File: src/rtl/manchester_tx.sv
// Sampled-Manchester transmitter: 24-sample sync, 16 data bits, 1 odd-parity bit, 8 samples per bit.
// Define TX_PARITY_INJECT_EN to add the inject_perr port, which inverts a frame's parity bit.
module manchester_tx (
    input  logic        clk_8M,
    input  logic        clrn,
    input  logic [15:0] word_in,
    input  logic [1:0]  word_type,
    input  logic        load,
`ifdef TX_PARITY_INJECT_EN
    input  logic        inject_perr,
`endif
    output logic        ready,
    output logic        data_out,
    output logic        tx_active,
    output logic        done,
    output logic        type_err
);

    typedef enum logic [1:0] {S_IDLE, S_SYNC, S_DATA, S_PARITY} state_t;

    state_t      r_state, w_state_nxt;
    logic [4:0]  r_samp, w_samp_nxt;
    logic [3:0]  r_bit, w_bit_nxt;
    logic [15:0] r_word, w_word_nxt;
    logic [1:0]  r_type, w_type_nxt;
    logic        r_perr, w_perr_nxt;
    logic        r_ready, r_data_out, r_tx_active, r_done, r_type_err;
    logic        w_inj, w_accept, w_valid, w_start;
    logic        w_dout_nxt, w_done_nxt;

`ifdef TX_PARITY_INJECT_EN
    assign w_inj = inject_perr;
`else
    assign w_inj = 1'b0;
`endif

    assign w_accept = load & r_ready;
    assign w_valid  = (word_type == 2'b01) || (word_type == 2'b10);
    assign w_start  = w_accept & w_valid;

    always_comb begin
        w_state_nxt = r_state;
        w_samp_nxt  = r_samp;
        w_bit_nxt   = r_bit;
        w_word_nxt  = r_word;
        w_type_nxt  = r_type;
        w_perr_nxt  = r_perr;
        case (r_state)
            S_SYNC: begin
                if (r_samp == 5'd23) begin
                    w_state_nxt = S_DATA;
                    w_samp_nxt  = 5'd0;
                end else begin
                    w_samp_nxt = r_samp + 5'd1;
                end
            end
            S_DATA: begin
                if (r_samp == 5'd7) begin
                    w_samp_nxt = 5'd0;
                    if (r_bit == 4'd15) begin
                        w_state_nxt = S_PARITY;
                        w_bit_nxt   = 4'd0;
                    end else begin
                        w_bit_nxt = r_bit + 4'd1;
                    end
                end else begin
                    w_samp_nxt = r_samp + 5'd1;
                end
            end
            S_PARITY: begin
                if (r_samp == 5'd7) begin
                    w_state_nxt = S_IDLE;
                    w_samp_nxt  = 5'd0;
                end else begin
                    w_samp_nxt = r_samp + 5'd1;
                end
            end
            default: ;
        endcase
        // A start is only possible while ready, i.e. in IDLE or the last parity sample.
        if (w_start) begin
            w_state_nxt = S_SYNC;
            w_samp_nxt  = 5'd0;
            w_bit_nxt   = 4'd0;
            w_word_nxt  = word_in;
            w_type_nxt  = word_type;
            w_perr_nxt  = w_inj;
        end
    end

    // Outputs are decoded from the next state so each sample lands on the edge that enters it.
    always_comb begin
        w_dout_nxt = 1'b0;
        case (w_state_nxt)
            S_SYNC:   w_dout_nxt = (w_type_nxt == 2'b10) ^ (w_samp_nxt >= 5'd12);
            S_DATA:   w_dout_nxt = w_word_nxt[4'd15 - w_bit_nxt] ^ w_samp_nxt[2];
            S_PARITY: w_dout_nxt = (~^w_word_nxt) ^ w_perr_nxt ^ w_samp_nxt[2];
            default:  w_dout_nxt = 1'b0;
        endcase
        w_done_nxt = (w_state_nxt == S_PARITY) && (w_samp_nxt == 5'd7);
    end

    always_ff @(posedge clk_8M or negedge clrn) begin
        if (!clrn) begin
            r_state     <= S_IDLE;
            r_samp      <= 5'd0;
            r_bit       <= 4'd0;
            r_word      <= 16'd0;
            r_type      <= 2'd0;
            r_perr      <= 1'b0;
            r_ready     <= 1'b1;
            r_data_out  <= 1'b0;
            r_tx_active <= 1'b0;
            r_done      <= 1'b0;
            r_type_err  <= 1'b0;
        end else begin
            r_state     <= w_state_nxt;
            r_samp      <= w_samp_nxt;
            r_bit       <= w_bit_nxt;
            r_word      <= w_word_nxt;
            r_type      <= w_type_nxt;
            r_perr      <= w_perr_nxt;
            r_ready     <= (w_state_nxt == S_IDLE) || w_done_nxt;
            r_data_out  <= w_dout_nxt;
            r_tx_active <= (w_state_nxt != S_IDLE);
            r_done      <= w_done_nxt;
            r_type_err  <= w_accept & ~w_valid;
        end
    end

    assign ready     = r_ready;
    assign data_out  = r_data_out;
    assign tx_active = r_tx_active;
    assign done      = r_done;
    assign type_err  = r_type_err;

endmodule
File: config.mk
export PLATFORM = sky130hd
export DESIGN_NAME = manchester_tx
export DESIGN_NICKNAME = d
export VERILOG_FILES = /design/src/rtl/manchester_tx.sv
export SDC_FILE = /design/constraint.sdc
export NUM_CORES = 1
export LEC_CHECK = 0
export CAP_MARGIN = 5
export CELL_PAD_IN_SITES_DETAIL_PLACEMENT = 1
export CELL_PAD_IN_SITES_GLOBAL_PLACEMENT = 1
export CORE_MARGIN = 2
export CORE_UTILIZATION = 36
export CTS_CLUSTER_DIAMETER = 120
export DETAILED_ROUTE_END_ITERATION = 8
export PLACE_DENSITY = 0.68
export SETUP_SLACK_MARGIN = 0.4
export SYNTH_ARGS = -nofsm -noshare
export SYNTH_HDL_FRONTEND = slang
export SYNTH_SLANG_ARGS = --single-unit
File: constraint.sdc
create_clock -name clk_8M -period 3 [get_ports clk_8M]
set_clock_uncertainty 0.1 [all_clocks]
set_input_delay 0.6 -clock clk_8M [delete_from_list [all_inputs] [get_ports clk_8M]]
set_output_delay 0.6 -clock clk_8M [all_outputs]
set_load 0.05 [all_outputs]
==> qor.csv <==
metric,value,unit
p_comb_share,43.4,%
dp_hpwl,3.39,mm
r2r_slack,370,ps
gr-total-overflow,0,
period_share,87.7,%
instances_no_fill,283,
clock_sinks,35,
rsz0062_at_grt,true,
ant_nets,0,
grt_max_degree,36,
hold_slack,429,ps
root_buffer,clkbuf_8,
synth-seq-cells,35,
crit_chain,"ha_4, nand4bb_4, or4b_1, a21o_1, buf_12, mux2i_2, mux2i_1, mux2i_1, mux2i_1, xnor2_1, o31ai_1",
syn-num-nets,187,
dp_cells,265,
htree_levels,2,
via_count,1406,
path_max_fanout,9,
dieArea,5850,um2
fin_crit,2630,ps
max_cap_violations,0,
slew_violations,0,
ys_types,35,
netlist_area,1890,um2
clk_latency,280,ps
portBuffers,25,
cts_tree,yes,
cp_slowest_stage_delay,520,ps
switchingPower,664,uW
max-slew-margin-rel,66.7,%
finish.utilization,50.0,%
grt_pass1_wl,7.96,mm
fmax,0.380,GHz
gp_congestion,0.818,
pin_count,26,
endpoint_kind,flop,
die_y,76.5,um
layout-drive-gt1-share,23.5,%
power,1.98,mW
antenna_found_initial,0,
timing.critical_path.arrival,2730,ps
synthCells,164,
yosysWarningCount,0,
critPathSlowestCell,or4b_1,
leakage,1.09,nW
hold_viol,0,
dp_worst_setup_slack,-104,ps
power.density,781,nW/um2
setup_tns,0,ps
num_rows,26,
initial_core_util,37.3,%
worst_slack,370,ps
synthArstFlopShare,100,%
first_pass_iters,2,
stdcell_area,2530,um2
switching_share,33.6,%
die-width,76.5,um
status,completed,
placed_cell_area,2310,um2
irDropWorstVdd,314,uV
finalNetCount,235,
cp.required,3100,ps
worst_pin_slew,498,ps
p_int,1.31,mW
layout_common_cells,"32 x dfrtp_1, 22 x clkdlybuf4s50_1, 18 x buf_4, 17 x xnor2_1, 16 x mux2i_1",
drt_iter0_markers,49,
seq_power_share,34.4,%
grt_pass1_vias,1644,
clkPwrFrac,22.1,%
crit_top_cell,mux2i_1,
antenna_cells,0,
wl_per_cell,15.8,um
hold_class,reg2reg,
syn2layout_area_growth,34.1,%
clkTransAtPathRegs,70,ps
setup_viol,0,
critical_path_class,reg2reg,
grt_util_all_layers,17.2,%
final_common_cell,dfrtp_1,
viasPerCell,4.97,
wl,4.46,mm
ys.flop_type,dfrtp_1,
cts_made_buffers,5,
cts_max_path_buffers,2,
drcViolationCount,0,
synth_edf_count,0,
worstSetupStartpointType,flop,
ys_seq_area_share,46.4,%
fillCellCount,582,
core-area,5070,um2
syn_avg_cell_area,11.5,um2
-- Yosys cell counts (all sizes together), types with 3 or more instances --
| cell | instances | area, um2 |
|---|---|---|
| dfrtp | 34 | 851 |
| xnor2 | 18 | 158 |
| mux2 | 17 | 191 |
| mux2i | 17 | 170 |
| o21ai | 11 | 55.1 |
| a21oi | 9 | 60.1 |
| nand2 | 9 | 33.8 |
| nor2 | 8 | 37.5 |
| xor2 | 5 | 43.8 |
| clkbuf | 3 | 11.3 |
| nand3 | 3 | 15.0 |
| nor2b | 3 | 18.8 |
-- area by class of cell --
type | count | area [um2] | area share (%)
clock buffers | 6 | 82.6 | 3.26
clock inverters | 2 | 35.0 | 1.38
inverters | 2 | 7.51 | 0.296
multi-input cells | 122 | 1000 | 39.5
flip-flops and latches | 35 | 880 | 34.7
well taps | 70 | 87.6 | 3.46
repair buffers | 46 | 442 | 17.4
-- worst max-delay path: cells and delay by family, from the launching register on --
family,cells,cell delay [ps]
xor+xnor,1,90
simple gates,2,620
flops,1,400
fa+ha+maj,1,170
compound gates,2,420
buf+inv,1,150
mux,4,570
-- kinds of logic (layout without fill, tap and decap cells) --
family                   Yosys count  after routing  share of synthesized area [%]
AO/OA/AOI/OAI                     28             28                           9.20
XOR/XNOR                          23             23                           10.7
adder cells (fa/ha/maj)            2              2                           1.32
buffers and inverters              7             56                           2.18
flip-flops                        35             35                           46.4
multiplexers                      34             34                           19.1
AND/OR/NAND/NOR                   35             35                           11.1
-- power groups by stage --
stage,Sequential [mW],Combinational (mW),Clock [mW]
2_1_floorplan,0.700,0.553,0
3_3_place_gp,0.678,0.765,0
3_5_place_dp,0.687,0.794,0
4_1_cts,0.681,0.853,0.454
5_1_grt,0.702,0.940,0.484
6_report,0.682,0.859,0.438
-- routing by layer --
layer	GRT usage (%)	routed length [um]	up-vias
met5	0	0	-
met1	19.7	1810	706
met3	3.79	117	6
li1	-	-	676
met2	31.8	2490	18
met4	5.45	48	0
-- path summary, 6_finish.rpt --
kind / end / start / depth (start not counted)
setup / recovery: data_out / r_samp[0] / 11
hold / removal: r_perr / r_perr / 1
setup reg to reg: data_out / r_samp[0] / 11
hold reg to reg: r_perr / r_perr / 1
max in group asynchronous: ready / clrn / 2
min in group asynchronous: r_word[11] / clrn / 2
-- flip-flops by register name (all words and copies together) (netlist names) --
register / count
r_word: 16
r_samp: 5
r_bit: 4
r_state: 2
r_type: 2
data_out: 1
done: 1
r_perr: 1
ready: 1
tx_active: 1
type_err: 1
-- what timing repair did --
| item | 4_1_cts | 5_1_grt |
|---|---|---|
| gates resized for setup | 7 | 4 |
| setup buffers | 7 | 3 |
| pin swaps | 6 | 4 |
| hold buffers | 0 | 0 |
| setup endpoints to repair | 1 | 1 |
(Power assumes the default switching activity.)
